===== src/rtl/litepcie_rq_pkg.sv =====
// Shared constants for the LitePCIe legacy-TLP to UltraScale RQ request adapter.
package litepcie_rq_pkg;

  localparam logic [7:0] FmtTypeMrd32 = 8'b000_00000;
  localparam logic [7:0] FmtTypeMrd64 = 8'b001_00000;
  localparam logic [7:0] FmtTypeMwr32 = 8'b010_00000;
  localparam logic [7:0] FmtTypeMwr64 = 8'b011_00000;

  localparam logic [3:0] ReqTypeMrd = 4'b0000;
  localparam logic [3:0] ReqTypeMwr = 4'b0001;

  localparam logic [2:0] StHdr   = 3'd0;
  localparam logic [2:0] StPass  = 3'd1;
  localparam logic [2:0] StShift = 3'd2;
  localparam logic [2:0] StFlush = 3'd3;
  localparam logic [2:0] StDrop  = 3'd4;

  localparam int unsigned DescAddrLsb    = 2;
  localparam int unsigned DescDwCntLsb   = 64;
  localparam int unsigned DescReqTypeLsb = 75;
  localparam int unsigned DescEpBit      = 79;
  localparam int unsigned DescReqIdLsb   = 80;
  localparam int unsigned DescTagLsb     = 96;
  localparam int unsigned DescRidEnBit   = 120;
  localparam int unsigned DescTcLsb      = 121;
  localparam int unsigned DescAttrLsb    = 124;

  // Legacy length field encodes 1024 DW as zero.
  function automatic logic [10:0] len_to_dw(input logic [9:0] len);
    return {(len == 10'd0), len};
  endfunction

  function automatic logic [3:0] dw_keep(input logic [10:0] rem);
    if (rem >= 11'd4) return 4'hF;
    return (4'b0001 << rem[1:0]) - 4'b0001;
  endfunction

endpackage


===== src/rtl/rq_desc_build.sv =====
// Combinational mapping of a legacy TLP header beat onto an RQ descriptor.
module rq_desc_build
  import litepcie_rq_pkg::*;
(
  input  logic [127:0] hdr_i,
  output logic [127:0] desc_o,
  output logic [3:0]   first_be_o,
  output logic [3:0]   last_be_o,
  output logic [10:0]  dw_cnt_o,
  output logic         is_read_o,
  output logic         is_write_o,
  output logic         is_4dw_o
);

  logic [7:0]  fmt_type;
  logic [3:0]  req_type;
  logic [61:0] addr;

  always_comb begin
    fmt_type   = hdr_i[31:24];
    is_read_o  = (fmt_type == FmtTypeMrd32) || (fmt_type == FmtTypeMrd64);
    is_write_o = (fmt_type == FmtTypeMwr32) || (fmt_type == FmtTypeMwr64);
    is_4dw_o   = hdr_i[29];
    req_type   = is_write_o ? ReqTypeMwr : ReqTypeMrd;
    dw_cnt_o   = len_to_dw(hdr_i[9:0]);
    first_be_o = hdr_i[35:32];
    last_be_o  = hdr_i[39:36];
    // 4DW headers carry the upper address in DW2 and the lower in DW3.
    addr = is_4dw_o ? {hdr_i[95:64], hdr_i[127:98]} : {32'b0, hdr_i[95:66]};

    desc_o                           = '0;
    desc_o[DescAddrLsb +: 62]        = addr;
    desc_o[DescDwCntLsb +: 11]       = dw_cnt_o;
    desc_o[DescReqTypeLsb +: 4]      = req_type;
    desc_o[DescEpBit]                = hdr_i[14];
    desc_o[DescReqIdLsb +: 16]       = hdr_i[63:48];
    desc_o[DescTagLsb +: 8]          = hdr_i[47:40];
    desc_o[DescRidEnBit]             = 1'b1;
    desc_o[DescTcLsb +: 3]           = hdr_i[22:20];
    desc_o[DescAttrLsb +: 2]         = hdr_i[13:12];
  end

  logic unused_hdr;
  assign unused_hdr = ^{hdr_i[11:10], hdr_i[19:15], hdr_i[23], hdr_i[97:96]};

endmodule


===== src/rtl/s_axis_rq_adapt.sv =====
// Legacy LitePCIe request TLP stream to UltraScale s_axis_rq descriptor stream.
module s_axis_rq_adapt
  import litepcie_rq_pkg::*;
#(
  parameter int DATA_WIDTH = 128,
  parameter int KEEP_WIDTH = DATA_WIDTH / 8
) (
  input  logic                  user_clk,
  input  logic                  user_reset,
  input  logic [DATA_WIDTH-1:0] s_axis_rq_tdata,
  input  logic [KEEP_WIDTH-1:0] s_axis_rq_tkeep,
  input  logic                  s_axis_rq_tlast,
  output logic                  s_axis_rq_tready,
  input  logic                  s_axis_rq_tvalid,
  output logic [DATA_WIDTH-1:0] s_axis_rq_tdata_a,
  output logic [3:0]            s_axis_rq_tkeep_a,
  output logic                  s_axis_rq_tlast_a,
  input  logic [3:0]            s_axis_rq_tready_a,
  output logic [59:0]           s_axis_rq_tuser_a,
  output logic                  s_axis_rq_tvalid_a
);

  logic [2:0]            state_q, state_d;
  logic [10:0]           rem_q, rem_d, rem_next;
  logic [31:0]           carry_q, carry_d;
  logic [DATA_WIDTH-1:0] tdata_q, tdata_d;
  logic [3:0]            tkeep_q, tkeep_d;
  logic                  tlast_q, tlast_d;
  logic [59:0]           tuser_q, tuser_d;
  logic                  tvalid_q, tvalid_d;

  logic                  can_load, in_ready, in_fire;
  logic [127:0]          desc;
  logic [3:0]            first_be, last_be;
  logic [10:0]           dw_cnt;
  logic                  is_read, is_write, is_4dw;

  rq_desc_build u_desc_build (
    .hdr_i      (s_axis_rq_tdata),
    .desc_o     (desc),
    .first_be_o (first_be),
    .last_be_o  (last_be),
    .dw_cnt_o   (dw_cnt),
    .is_read_o  (is_read),
    .is_write_o (is_write),
    .is_4dw_o   (is_4dw)
  );

  always_comb begin
    can_load = !tvalid_q || s_axis_rq_tready_a[0];
    if (state_q == StDrop)       in_ready = 1'b1;
    else if (state_q == StFlush) in_ready = 1'b0;
    else                         in_ready = can_load;
    in_fire  = s_axis_rq_tvalid && in_ready;
    rem_next = (rem_q >= 11'd4) ? rem_q - 11'd4 : 11'd0;

    state_d  = state_q;
    rem_d    = rem_q;
    carry_d  = carry_q;
    tdata_d  = tdata_q;
    tkeep_d  = tkeep_q;
    tlast_d  = tlast_q;
    tuser_d  = tuser_q;
    tvalid_d = tvalid_q && !s_axis_rq_tready_a[0];

    case (state_q)
      StHdr: begin
        if (in_fire) begin
          if (is_read || is_write) begin
            tvalid_d = 1'b1;
            tdata_d  = desc;
            tkeep_d  = 4'hF;
            tlast_d  = is_read;
            tuser_d  = {52'b0, last_be, first_be};
          end
          if (is_write) begin
            rem_d = dw_cnt;
            if (is_4dw) begin
              state_d = StPass;
            end else begin
              carry_d = s_axis_rq_tdata[127:96];
              state_d = s_axis_rq_tlast ? StFlush : StShift;
            end
          end else if (!is_read && !s_axis_rq_tlast) begin
            state_d = StDrop;
          end
        end
      end
      StPass: begin
        if (in_fire) begin
          tvalid_d = 1'b1;
          tdata_d  = s_axis_rq_tdata;
          tkeep_d  = dw_keep(rem_q);
          tlast_d  = (rem_q <= 11'd4);
          tuser_d  = '0;
          rem_d    = rem_next;
          if (s_axis_rq_tlast) state_d = StHdr;
        end
      end
      StShift: begin
        if (in_fire) begin
          tvalid_d = 1'b1;
          tdata_d  = {s_axis_rq_tdata[95:0], carry_q};
          tkeep_d  = dw_keep(rem_q);
          tlast_d  = (rem_q <= 11'd4);
          tuser_d  = '0;
          rem_d    = rem_next;
          carry_d  = s_axis_rq_tdata[127:96];
          // rem keeps L's low bits, so 01 means one DW is still held in carry.
          if (s_axis_rq_tlast) state_d = (rem_q[1:0] == 2'b01) ? StFlush : StHdr;
        end
      end
      StFlush: begin
        if (can_load) begin
          tvalid_d = 1'b1;
          tdata_d  = {96'b0, carry_q};
          tkeep_d  = dw_keep(rem_q);
          tlast_d  = (rem_q <= 11'd4);
          tuser_d  = '0;
          rem_d    = rem_next;
          state_d  = StHdr;
        end
      end
      StDrop: begin
        if (in_fire && s_axis_rq_tlast) state_d = StHdr;
      end
      default: state_d = StHdr;
    endcase
  end

  always_ff @(posedge user_clk) begin
    if (user_reset) begin
      state_q  <= StHdr;
      rem_q    <= '0;
      carry_q  <= '0;
      tdata_q  <= '0;
      tkeep_q  <= '0;
      tlast_q  <= 1'b0;
      tuser_q  <= '0;
      tvalid_q <= 1'b0;
    end else begin
      state_q  <= state_d;
      rem_q    <= rem_d;
      carry_q  <= carry_d;
      tdata_q  <= tdata_d;
      tkeep_q  <= tkeep_d;
      tlast_q  <= tlast_d;
      tuser_q  <= tuser_d;
      tvalid_q <= tvalid_d;
    end
  end

  assign s_axis_rq_tready   = in_ready;
  assign s_axis_rq_tdata_a  = tdata_q;
  assign s_axis_rq_tkeep_a  = tkeep_q;
  assign s_axis_rq_tlast_a  = tlast_q;
  assign s_axis_rq_tuser_a  = tuser_q;
  assign s_axis_rq_tvalid_a = tvalid_q;

  logic unused_in;
  assign unused_in = ^{s_axis_rq_tkeep, s_axis_rq_tready_a[3:1]};

endmodule


===== config.mk =====
export PLATFORM = sky130hd
export DESIGN_NAME = s_axis_rq_adapt
export DESIGN_NICKNAME = d
export VERILOG_FILES = /design/src/rtl/litepcie_rq_pkg.sv /design/src/rtl/rq_desc_build.sv /design/src/rtl/s_axis_rq_adapt.sv
export SDC_FILE = /design/constraint.sdc
export NUM_CORES = 1
export LEC_CHECK = 0
export BUFFER_PORTS_ARGS = -buffer_cell sky130_fd_sc_hd__clkbuf_2
export CORE_AREA = 8 8 164 166
export DETAILED_ROUTE_END_ITERATION = 10
export DIE_AREA = 0 0 172 174
export PLACE_DENSITY = 0.73
export SLEW_MARGIN = 15
export SYNTH_ARGS = -nofsm -noshare
export SYNTH_HDL_FRONTEND = slang
export SYNTH_SLANG_ARGS = --single-unit

===== constraint.sdc =====
create_clock -name user_clk -period 1.8 [get_ports user_clk]
set_input_delay 0.18 -clock user_clk [delete_from_list [all_inputs] [get_ports user_clk]]
set_output_delay 0.18 -clock user_clk [all_outputs]
set_load 0.05 [all_outputs]

==> results of run 1 <==
layer usage:
metal | global-route usage [%] | part of all wire, % | vias up
met4 | 12.8 | 4.8 | 2
met2 | 41.5 | 47 | 774
li1 | - | - | 4822
met5 | 0 | 0.030 | -
met3 | 5.17 | 10 | 167
met1 | 31.5 | 38 | 5181
cell usage in the layout (no fill, tap or decap), types with 9 or more instances in the layout:
master / count
a211oi_1: 22
a211oi_2: 18
a21oi_1: 34
a221oi_1: 40
a221oi_2: 31
a22o_1: 16
a22oi_1: 44
and2_0: 19
buf_12: 24
buf_16: 9
buf_4: 79
buf_6: 20
clkbuf_16: 26
clkbuf_2: 273
conb_1: 52
dfxtp_1: 181
mux2i_1: 59
nand2_1: 42
nor2_1: 131
nor2_2: 34
nor2_4: 24
nor3_1: 55
nor3_2: 35
o21a_1: 27
o21ai_0: 23
o22ai_1: 27
cells by family after synthesis:
group / synth area share, %
adder cells (fa/ha/maj): 0.262
buffers and inverters: 9.48
flip-flops: 39.4
multiplexers: 6.52
AO/OA/AOI/OAI: 25.6
AND/OR/NAND/NOR: 18.8
other: 0.0392
sequential cells by signal, indices dropped and copies added, names as in the netlist:
signal and flops:
rem_q 11, carry_q 32, s_axis_rq_tlast_a 1, s_axis_rq_tvalid_a 1, state_q 3, s_axis_rq_tuser_a 8, s_axis_rq_tkeep_a 4, s_axis_rq_tdata_a 128
Yosys cell counts, types with 3 or more instances:
cell / count
a21o_1: 4
o31ai_1: 4
a211oi_1: 42
a311oi_1: 3
and2_0: 26
a21oi_1: 40
nor3_1: 90
o22ai_1: 27
a221oi_1: 75
nand2b_1: 3
buf_2: 16
nor2_1: 186
a221o_1: 3
a22o_1: 16
nor3b_1: 3
nor2b_1: 3
mux2i_1: 60
nand3_1: 10
dfxtp_1: 188
clkbuf_1: 85
nand2_1: 48
o21a_1: 27
buf_1: 4
inv_1: 9
and2_1: 3
o32ai_1: 3
buf_4: 58
o21ai_0: 29
a22oi_1: 45
area by class of cell:
type	count	area (sq um)	area share (%)
clock buffers	17	425	3.00
clock inverters	15	114	0.802
inverters	12	48.8	0.344
multi-input cells	841	6150	43.3
flip-flops and latches	188	3770	26.6
well taps	330	413	2.91
repair buffers	424	3270	23.1
repair_timing:
action,4_1_cts,5_1_grt
pin swaps,26,98
endpoints found under the setup margin,162,179
hold buffers,3,0
resized for setup,55,227
endpoints found under the hold margin,3,0
gates cloned,12,12
buffers inserted,15,10
where the power goes:
group          switching, W  leakage, nW  internal, W
combinational       0.00259         4.14      0.00127
sequential         0.000155         1.53      0.00438
clock               0.00180        0.264      0.00179
critical path: stages (launching register included):
cell and delay, ns:
dfxtp_4 0.34, nor2b_4 0.13, or3_4 0.40, a21o_4 0.31, buf_12 0.17, buf_16 0.14
and2_0 0.17, o21a_1 0.17
per-stage QoR:
stage | hold WS (ns) | cell area [sq um] | util [%]
6_report | 0.0266 | 14200 | 57.9
5_1_grt | 0.0255 | 14200 | 57.9
4_1_cts | 0.000113 | 13000 | 53.0
3_5_place_dp | 0.448 | 11700 | 47.8
3_3_place_gp | 0.439 | 11700 | 47.8
2_1_floorplan | 0.327 | 9820 | -
final timing paths:
path / cells past startpoint / end / startpoint / slack (ns)
setup / recovery: 7 / s_axis_rq_tdata_a[3]$_SDFFE_PP0P_ / s_axis_rq_tvalid_a$_SDFF_PP0_ / -0.13
hold / removal: 3 / carry_q[5]$_SDFFE_PP0P_ / s_axis_rq_tdata[101] / 0.03
setup reg to reg: 7 / s_axis_rq_tdata_a[3]$_SDFFE_PP0P_ / s_axis_rq_tvalid_a$_SDFF_PP0_ / -0.13
hold reg to reg: 2 / s_axis_rq_tdata_a[30]$_SDFFE_PP0P_ / s_axis_rq_tdata_a[30]$_SDFFE_PP0P_ / 0.46
==> metrics.md, run 1 <==
| Metric | Value |
|---|---|
| Status | `finished, violations left` |
| Failing checks | `setup timing` |
| Crit end category | `flop` |
| Antenna cells | `0` |
| Synth top area share | `between 30% and 40%` |
| Die Wd | `172 um` |
| Minimum clock period | `between 1.5 and 2 ns` |
| TNS Setup | `-5.28 ns` |
| Synthesized area | `~9600 sq um` |
| Root buf cell | `clkbuf_16` |
| Ranking of synthesized cells by area | `dfxtp_1 39%, nor2_1 7.3%, a221oi_1 6.9%` |
| Via count | `about 11000` |
| Clock-pin slew on the worst setup and hold paths | `0.08 ns` |
| Placed wire-length estimate | `between 20000 and 30000 um` |
| Fraction of layout cells with a size suffix above 1 | `about 44%` |
| First-pass GRT wire length | `59800 um` |
| Hold Violations, Final | `0` |
| Syn avg cell area | `roughly 8.3 sq um` |
| Max Cap Viol | `0` |
| Skew-Pair Late Insertion Delay | `~0.44 ns` |
| Crit path kind | `reg2reg` |
| # rows | `58` |
| Synth-to-Final Area Change | `48.5%` |
| Die Span Y | `around 170 um` |
| Die ar. | `29900 sq um` |
| Power Density | `approximately 840 nW/um^2` |
| Mapped Cells | `~1200` |
| DR pass1 iterations | `5` |
| IO Port Bufs | `roughly 280` |
| Initial antenna violation count | `1` |
| Drt via density | `around 6` |
| Startpoint Class | `flop` |
| CTS Buffer Depth | `2` |
| Initial Util | `39.0%` |
| Post-Layout Cell Count | `1827` |
| Routability cong. | `about 0.9` |
| Post-synth EDFFs | `0` |
| Fin Clk Skew | `around 0.018 ns` |
| Total Power | `approximately 0.012 W` |
| Number of global-route vias before repair | `10400` |
| Filler instances | `2160` |
| Antenna Nets Post-Route | `0` |
| Main synth FF type | `dfxtp_1` |
| Critical path arrival | `between 2 and 2.5 ns` |
| Req. time, crit path | `about 2.1 ns` |
| P_leak | `just under 6 nW` |
| Cell taking the most area after synthesis | `dfxtp_1` |
| #FFs+latches synth | `approximately 190` |
| RSZ-0062 raised after global routing | `yes` |
| CP Max Fanout | `8` |
| Routed WL per cell | `~24 um` |
| Max Slew Vio Count | `0` |
| # DRC | `0` |
| Fin worst setup slack | `-0.125 ns` |
| Actual slew at the worst max-slew pin | `0.925 ns` |
| Top-level port count | `between 300 and 400` |
| Final setup viols | `120` |
| Max frequency | `a little over 0.5 GHz` |
| Layout Nets | `approximately 1600` |
| Core area | `24500 sq um` |
| Wirelength, routed | `43000 um` |
| Post-synthesis sequential area ratio | `roughly 39%` |
| Post-synth ARST share | `0%` |
| CTS H-tree lvls | `4` |
| TritonCTS Buffers | `17` |
| CTS tree | `yes` |
| GR Util All Layers | `25.6%` |
| Hold WC Path Type | `in2reg` |
| Fin crit share | `107%` |
| Drt initial violations | `1089` |
| Clk sinks | `roughly 190` |
| Distinct cells, synth | `~60` |
| Peak VDD IR | `between 0.0006 and 0.0007 V` |
| Syn. warnings | `0` |
| Post-Place Cells | `~1700` |
| Largest net degree at the start of global routing | `66` |
| Worst slew margin | `between 30% and 40%` |
| DP Worst Slack | `-0.202 ns` |
| Total gr overflow | `0` |
Power figures use the tool's default switching activity.
==> run 2, diff against run 1 <==
--- a/config.mk
+++ b/config.mk
@@ -10,6 +10,7 @@
 export DETAILED_ROUTE_END_ITERATION = 10
 export DIE_AREA = 0 0 172 174
 export PLACE_DENSITY = 0.73
+export SETUP_SLACK_MARGIN = 0.4
 export SLEW_MARGIN = 15
 export SYNTH_ARGS = -nofsm -noshare
 export SYNTH_HDL_FRONTEND = slang
==> run 2 against run 1 <==
  * Power is 4.5% higher
  * The run still ends with setup timing left
  * Worst hold slack worse by 0.0063 ns
  * Non-clock buffer count is 15 lower
  * Die area stayed put
  * Via count is 1.6% lower
==> metrics.md, run 2 (same netlist as run 1, synthesis figures left out) <==
| Metric | Value |
|---|---|
| CP peak stage delay | `0.37 ns` |
| Drt initial violations | `approximately 1300` |
| Hold Violations, Final | `0` |
| Fin crit share | `114%` |
| Die ar. | `29900 sq um` |
| Largest register FFs | `roughly 130` |
| Clock-pin slew on the worst setup and hold paths | `0.08 ns` |
| Critical path arrival | `between 2 and 2.5 ns` |
| Die Wd | `between 150 and 200 um` |
| Worst hold margin | `about 0.020 ns` |
| CTS tree | `yes` |
| Critical path cell sequence | `nor2b_4 -> or3_4 -> buf_6 -> a21oi_4 -> buf_6 -> buf_6 -> clkbuf_16 -> nor2_1 -> nor3_1` |
| Number of global-route vias before repair | `10400` |
| Die Span Y | `around 170 um` |
| DP Worst Slack | `-0.125 ns` |
| # DRC | `0` |
| Crit-path most repeated cell | `buf_6` |
| CP Max Fanout | `9` |
| Most common cell after layout, fill and taps aside | `clkbuf_2` |
| Post-Layout Cell Count | `approximately 1800` |
| CTS H-tree lvls | `4` |
| Met1 Track Usage GR | `just under 30%` |
| Worst Setup SP | `s_axis_rq_tvalid_a$_SDFF_PP0_` |
| RSZ-0062 raised after global routing | `yes` |
| DR pass1 iterations | `5` |
| Filler instances | `between 2000 and 2500` |
| Slowest CP cell | `or3_4` |
| Fraction of layout cells with a size suffix above 1 | `between 40% and 50%` |
| Post-Place Cells | `about 1700` |
| Routability cong. | `between 0.8 and 0.9` |
| M3 GR Usage | `6.24%` |
| Peak VDD IR | `~0.00058 V` |
| Largest net degree at the start of global routing | `a little under 60` |
| Crit path buffers/inverters | `4` |
| Initial antenna violation count | `0` |
| Antenna Nets Post-Route | `0` |
| Fin worst setup slack | `-0.253 ns` |
| Power Density | `870 nW/um^2` |
| Top-level port count | `~350` |
| TritonCTS Buffers | `17` |
| CTS Buffer Depth | `2` |
| Via count | `10800` |
| First-pass GRT wire length | `between 50000 and 60000 um` |
| Max Cap Viol | `0` |
| Total Power | `approximately 0.013 W` |
| Minimum clock period | `just over 2 ns` |
| Core area | `around 25000 sq um` |
| Fin Clk Skew | `about 0.011 ns` |
| Layout Nets | `1622` |
| Total gr overflow | `0` |
| Crit path max-delay family | `simple AND/OR/NAND/NOR gates` |
| Failing checks | `setup timing` |
| Cell Area, Placed | `~12000 sq um` |
| # rows | `between 50 and 60` |
| Worst slew margin | `about 62%` |
| Skew-Pair Late Insertion Delay | `0.43 ns` |
| M2 GR Usage | `around 43%` |
| Hold WC Path Type | `in2reg` |
| Reg2Reg Setup Slack | `-0.25 ns` |
| Levels on crit path | `9` |
| Initial Util | `~39%` |
| P_leak | `~6.0 nW` |
| Final setup viols | `approximately 130` |
| Most frequent cells in the layout | `273 x clkbuf_2, 183 x dfxtp_1, 161 x nor2_1` |
| Max frequency | `about 0.49 GHz` |
| Req. time, crit path | `about 2.1 ns` |
| Finished Cell Area | `about 14000 sq um` |
| FF-to-FF Start | `s_axis_rq_tvalid_a$_SDFF_PP0_` |
| Drt via density | `roughly 6.0` |
| Wirelength, routed | `~43000 um` |
| Max Slew Vio Count | `0` |
| Hold_buf cts | `0` |
| R2R cell count | `9` |
| Actual slew at the worst max-slew pin | `around 0.57 ns` |
| Startpoint Class | `flop` |
| Crit end category | `flop` |
| Routed WL per cell | `roughly 24 um` |
| GR Util All Layers | `between 20% and 30%` |
| Root buf cell | `clkbuf_16` |
| Placed wire-length estimate | `between 20000 and 30000 um` |
| IO Port Bufs | `275` |
| Clk sinks | `188` |
| Critical path capture point | `s_axis_rq_tdata_a[121]$_SDFFE_PP0P_` |
| Grt peak-use layer | `met2` |
| Status | `finished, violations left` |
| Antenna cells | `0` |
| Worst r2r dst | `s_axis_rq_tdata_a[121]$_SDFFE_PP0P_` |
| Synth-to-Final Area Change | `50.7%` |
| Crit path kind | `reg2reg` |
run 2: cell types whose count changed in the layout (fill, tap and decap cells not counted), moves of 7 or more:
| cell | change |
|---|---|
| nor3_1 | +19 |
| a211oi_2 | +18 |
| and2_4 | +17 |
| buf_4 | -9 |
| a211oi_1 | -18 |
| buf_8 | -7 |
| a221oi_4 | +11 |
| nor3_2 | -18 |
| nor2_1 | +30 |
| and2_0 | -15 |
| a221oi_2 | +23 |
| a221oi_1 | -34 |
| nor2_2 | -25 |
run 2: worst min path at each step:
stage	end	cells after the start	slack, ns	startpoint
after floorplan	carry_q[29]$_SDFFE_PP0P_	2	0.33	s_axis_rq_tdata[125]
after global placement	s_axis_rq_tuser_a[0]$_SDFFE_PP0P_	2	0.44	s_axis_rq_tuser_a[0]$_SDFFE_PP0P_
after detailed placement	s_axis_rq_tdata_a[68]$_SDFFE_PP0P_	2	0.45	s_axis_rq_tdata_a[68]$_SDFFE_PP0P_
after CTS	carry_q[6]$_SDFFE_PP0P_	3	0.006	s_axis_rq_tdata[102]
after global routing	s_axis_rq_tuser_a[2]$_SDFFE_PP0P_	3	0.02	s_axis_rq_tdata[34]
final	carry_q[7]$_SDFFE_PP0P_	3	0.02	s_axis_rq_tdata[103]
run 2: repair_timing:
item | CTS | global route
pin swaps | 26 | 36
buffers inserted | 13 | 8
resized for setup | 79 | 98
cloned | 9 | 15
setup endpoints to repair | 188 | 189
run 2: metal layers:
metal,share of wire (%),up-vias
li1,-,4775
met2,49,692
met4,3.6,0
met1,38,5198
met5,0,-
met3,9.6,111
run 2: worst register-to-register path: stages (launching register included):
cell and delay (ns):
dfxtp_4 0.34, nor2b_4 0.13, or3_4 0.37, buf_6 0.14
a21oi_4 0.13, buf_6 0.17, buf_6 0.14, clkbuf_16 0.16
nor2_1 0.05, nor3_1 0.31
run 2: metrics by stage:
step	TNS (ns)	utilization [%]
floorplan	-0.540	-
global placement	-3.89	49.9
detailed placement	-5.47	49.9
CTS	-1.65	55.1
global route	-13.70	58.7
finish	-4.74	58.7
run 2: area by class of cell:
cell class                      instances  area (sq um)  area share, %
Tap cell                              330           413           2.87
Clock buffer                           20           457           3.17
Inverter                               12          45.0          0.313
Sequential cell                       188          3770           26.2
Multi-Input combinational cell        840          6360           44.1
Clock inverter                         11           156           1.09
Timing Repair Buffer                  409          3200           22.2
run 2: power by group:
part,total (W),switching [W],internal [W]
logic,0.00393,0.00263,0.00129
clock network,0.00408,0.00179,0.00228
registers,0.00453,0.000149,0.00438
total,0.0125,0.00457,0.00796
==> run 3, diff against run 2 <==
--- a/config.mk
+++ b/config.mk
@@ -5,12 +5,13 @@
 export SDC_FILE = /design/constraint.sdc
 export NUM_CORES = 1
 export LEC_CHECK = 0
+export ABC_AREA = 1
 export BUFFER_PORTS_ARGS = -buffer_cell sky130_fd_sc_hd__clkbuf_2
-export CORE_AREA = 8 8 164 166
+export CORE_AREA = 8 8 167 169
 export DETAILED_ROUTE_END_ITERATION = 10
-export DIE_AREA = 0 0 172 174
-export PLACE_DENSITY = 0.73
-export SETUP_SLACK_MARGIN = 0.4
+export DIE_AREA = 0 0 175 177
+export PLACE_DENSITY = 0.72
+export SETUP_SLACK_MARGIN = 0.5
 export SLEW_MARGIN = 15
 export SYNTH_ARGS = -nofsm -noshare
 export SYNTH_HDL_FRONTEND = slang
==> run 3 against run 2 <==
  * The run now ends clean
  * Synthesized area rose by 4.3%
  * Worst hold slack better by 0.0029 ns
  * Via count is 6.0% higher
  * First-iteration DRC count decreased by 7.9%
  * Largest cell class unchanged
  * Highest routed layer is now met5
==> metrics.md, run 3 <==
| Metric | Value |
|---|---|
| Req. time, crit path | `around 2.1 ns` |
| Max frequency | `0.571 GHz` |
| Placed wire-length estimate | `between 20000 and 30000 um` |
| Synth top area share | `37.7%` |
| Clk sinks | `188` |
| Initial antenna violation count | `4` |
| Crit end category | `flop` |
| Cell taking the most area after synthesis | `dfxtp_1` |
| Cell Area, Placed | `around 12000 sq um` |
| First-pass GRT wire length | `just under 60000 um` |
| # DRC | `0` |
| CTS Buffer Depth | `2` |
| Drt initial violations | `between 1000 and 1500` |
| Distinct cells, synth | `37` |
| Synthesized area | `between 9000 and 10000 sq um` |
| Die Span Y | `177 um` |
| Reg2Reg Setup Slack | `0.05 ns` |
| Layout Nets | `between 1500 and 2000` |
| #FFs+latches synth | `188` |
| Top Layer Used | `met5` |
| Peak VDD IR | `between 0.0008 and 0.0009 V` |
| Hold WC Path Type | `in2reg` |
| Power share of the combinational group | `around 60%` |
| # rows | `59` |
| Switching fraction of total power | `between 50 and 60%` |
| Main synth FF type | `dfxtp_1` |
| Syn avg cell area | `6.71 sq um` |
| Number of global-route vias before repair | `10600` |
| Max Slew Vio Count | `0` |
| Via count | `roughly 11000` |
| Post-synth EDFFs | `0` |
| Most common cell after layout, fill and taps aside | `clkbuf_2` |
| Post-layout util | `53.0%` |
| Minimum clock period | `1.75 ns` |
| DR pass1 iterations | `6` |
| Count leader, synth | `nor2_1` |
| Drt via density | `about 5.4` |
| Met1 wire length | `between 15000 and 20000 um` |
| Skew-Pair Late Insertion Delay | `around 0.44 ns` |
| Ranking of synthesized cells by area | `dfxtp_1 38%, o21ai_0 8.8%, nor2_1 8.7%` |
| Synth cell count leaders | `232 x nor2_1, 192 x nand2_1, 188 x dfxtp_1, 175 x o21ai_0, 144 x inv_1` |
| Net Sw Power | `approximately 0.012 W` |
| Hold Violations, Final | `0` |
| CTS H-tree lvls | `4` |
| Die Wd | `approximately 180 um` |
| Final setup viols | `0` |
| Fraction of layout cells with a size suffix above 1 | `just over 30%` |
| Finished Cell Area | `13500 sq um` |
| Syn. warnings | `0` |
| Post-synthesis sequential area ratio | `between 30% and 40%` |
| Fin crit share | `slightly below 100%` |
| Max Cap Viol | `0` |
| Antenna Nets Post-Route | `0` |
| Most frequent cells in the layout | `274 x clkbuf_2, 224 x nor2_1, 184 x dfxtp_1` |
| Mapped Cells | `~1500` |
| Wirelength, routed | `between 40000 and 50000 um` |
| Critical path arrival | `just over 2 ns` |
| Top-level port count | `347` |
| Post-synth ARST share | `0%` |
| Power Density | `roughly 1800 nW/um^2` |
| Root buf cell | `clkbuf_16` |
| P_leak | `~6.3 nW` |
| WL met3 | `just over 4000 um` |
| Core area | `~25000 sq um` |
| Synth-to-Final Area Change | `35.3%` |
| Largest net degree at the start of global routing | `54` |
| CP Max Fanout | `7` |
| IO Port Bufs | `around 280` |
| Routability cong. | `about 0.9` |
| Routed WL per cell | `19.5 um` |
| Met2 routed WL | `between 15000 and 20000 um` |
| Worst slew margin | `a little over half` |
| GR Util All Layers | `around 24%` |
| Crit path kind | `reg2reg` |
| Startpoint Class | `flop` |
| Pint | `0.0121 W` |
| Largest register FFs | `128` |
| Fin Clk Skew | `0.0240 ns` |
| CTS tree | `yes` |
| Total gr overflow | `0` |
| Clock-pin slew on the worst setup and hold paths | `approximately 0.09 ns` |
| Die ar. | `31000 sq um` |
| Flop pwr share | `approximately 24%` |
| Initial Util | `39.2%` |
| Clock network power share | `15.6%` |
| TritonCTS Buffers | `17` |
| RSZ-0062 raised after global routing | `yes` |
| Status | `completed` |
| Actual slew at the worst max-slew pin | `~0.68 ns` |
-- run 3: changes by cell type after synthesis, sizes merged, moves of 29 or more --
cell | before | now
a22oi | 45 | 0
nand3 | 10 | 45
a21oi | 42 | 104
inv | 10 | 148
mux2i | 60 | 0
o22ai | 27 | 84
o21ai | 29 | 178
and2 | 29 | 0
a221oi | 75 | 0
nor2 | 188 | 236
nand2 | 48 | 210
-- run 3: final cells by class --
cell class | count | area (sq um)
fillers | 2458 | 12000
well taps | 335 | 419
flip-flops and latches | 188 | 3780
clock buffers | 19 | 443
inverters | 150 | 591
clock inverters | 13 | 146
diodes | 2 | 5.00
repair buffers | 375 | 2700
multi-input cells | 1040 | 5410
-- run 3: worst paths after layout --
path	startpoint	end	cells after the start
worst max-delay path	state_q[2]$_SDFFE_PP0P_	s_axis_rq_tlast_a$_SDFFE_PP0P_	11
worst min register to register	carry_q[26]$_SDFFE_PP0P_	carry_q[26]$_SDFFE_PP0P_	2
worst min-delay path	s_axis_rq_tdata[98]	carry_q[2]$_SDFFE_PP0P_	3
worst max register to register	state_q[2]$_SDFFE_PP0P_	s_axis_rq_tlast_a$_SDFFE_PP0P_	11
-- run 3: kinds of logic after synthesis --
kind of cell | Yosys count | synth area share (%)
fa+ha+maj | 2 | 0.251
xor+xnor | 5 | 0.439
simple gates | 581 | 24.6
flops | 188 | 37.7
buf+inv | 309 | 14.7
other cells | 1 | 0.0376
compound gates | 400 | 22.3
-- run 3: worst max-delay path: stages, from the launching register on --
cell	delay, ns
dfxtp_4	0.39
buf_4	0.16
nor2_4	0.13
buf_6	0.14
nand2_4	0.06
nand2_4	0.09
nor2_8	0.06
buf_4	0.13
buf_6	0.13
clkbuf_16	0.16
o21ai_2	0.10
nor2_1	0.05
-- run 3: power by group through the flow --
stage	clock [W]	sequential (W)	combinational, W
after floorplan	0	0.00862	0.00645
after global placement	0	0.00595	0.0124
after detailed placement	0	0.00597	0.0125
after CTS	0.00386	0.00590	0.0130
after global routing	0.00406	0.00605	0.0156
final	0.00382	0.00593	0.0147
-- run 3: routing by layer --
metal	GRT usage (%)	vias up
met2	39.6	632
met3	7.13	103
met5	0	-
met1	29.1	5291
met4	11.2	6
li1	-	5395
-- run 3: per-stage QoR --
stage / hold WS (ns) / power, W / TNS [ns] / instances / setup slack [ns]
final: 0.0232 / 0.0244 / 0 / 2122 / 0.0474
after global routing: 0.0198 / 0.0257 / -0.949 / 2121 / -0.0330
after CTS: 0.00925 / 0.0227 / 0 / 2101 / 0.0382
after detailed placement: 0.441 / 0.0185 / -0.220 / 2062 / -0.127
after global placement: 0.438 / 0.0183 / -0.128 / 2062 / -0.128
after floorplan: 0.328 / 0.0151 / 0 / 1537 / 0.126
-- run 3: timing repair --
| item | in CTS | in global routing |
|---|---|---|
| buffers inserted | 3 | 7 |
| gates resized for setup | 16 | 111 |
| endpoints found under the setup margin | 195 | 230 |
| cloned | 2 | 12 |
| endpoints found under the hold margin | 2 | 0 |
| hold buffers | 2 | 0 |
| pin swaps | 1 | 45 |
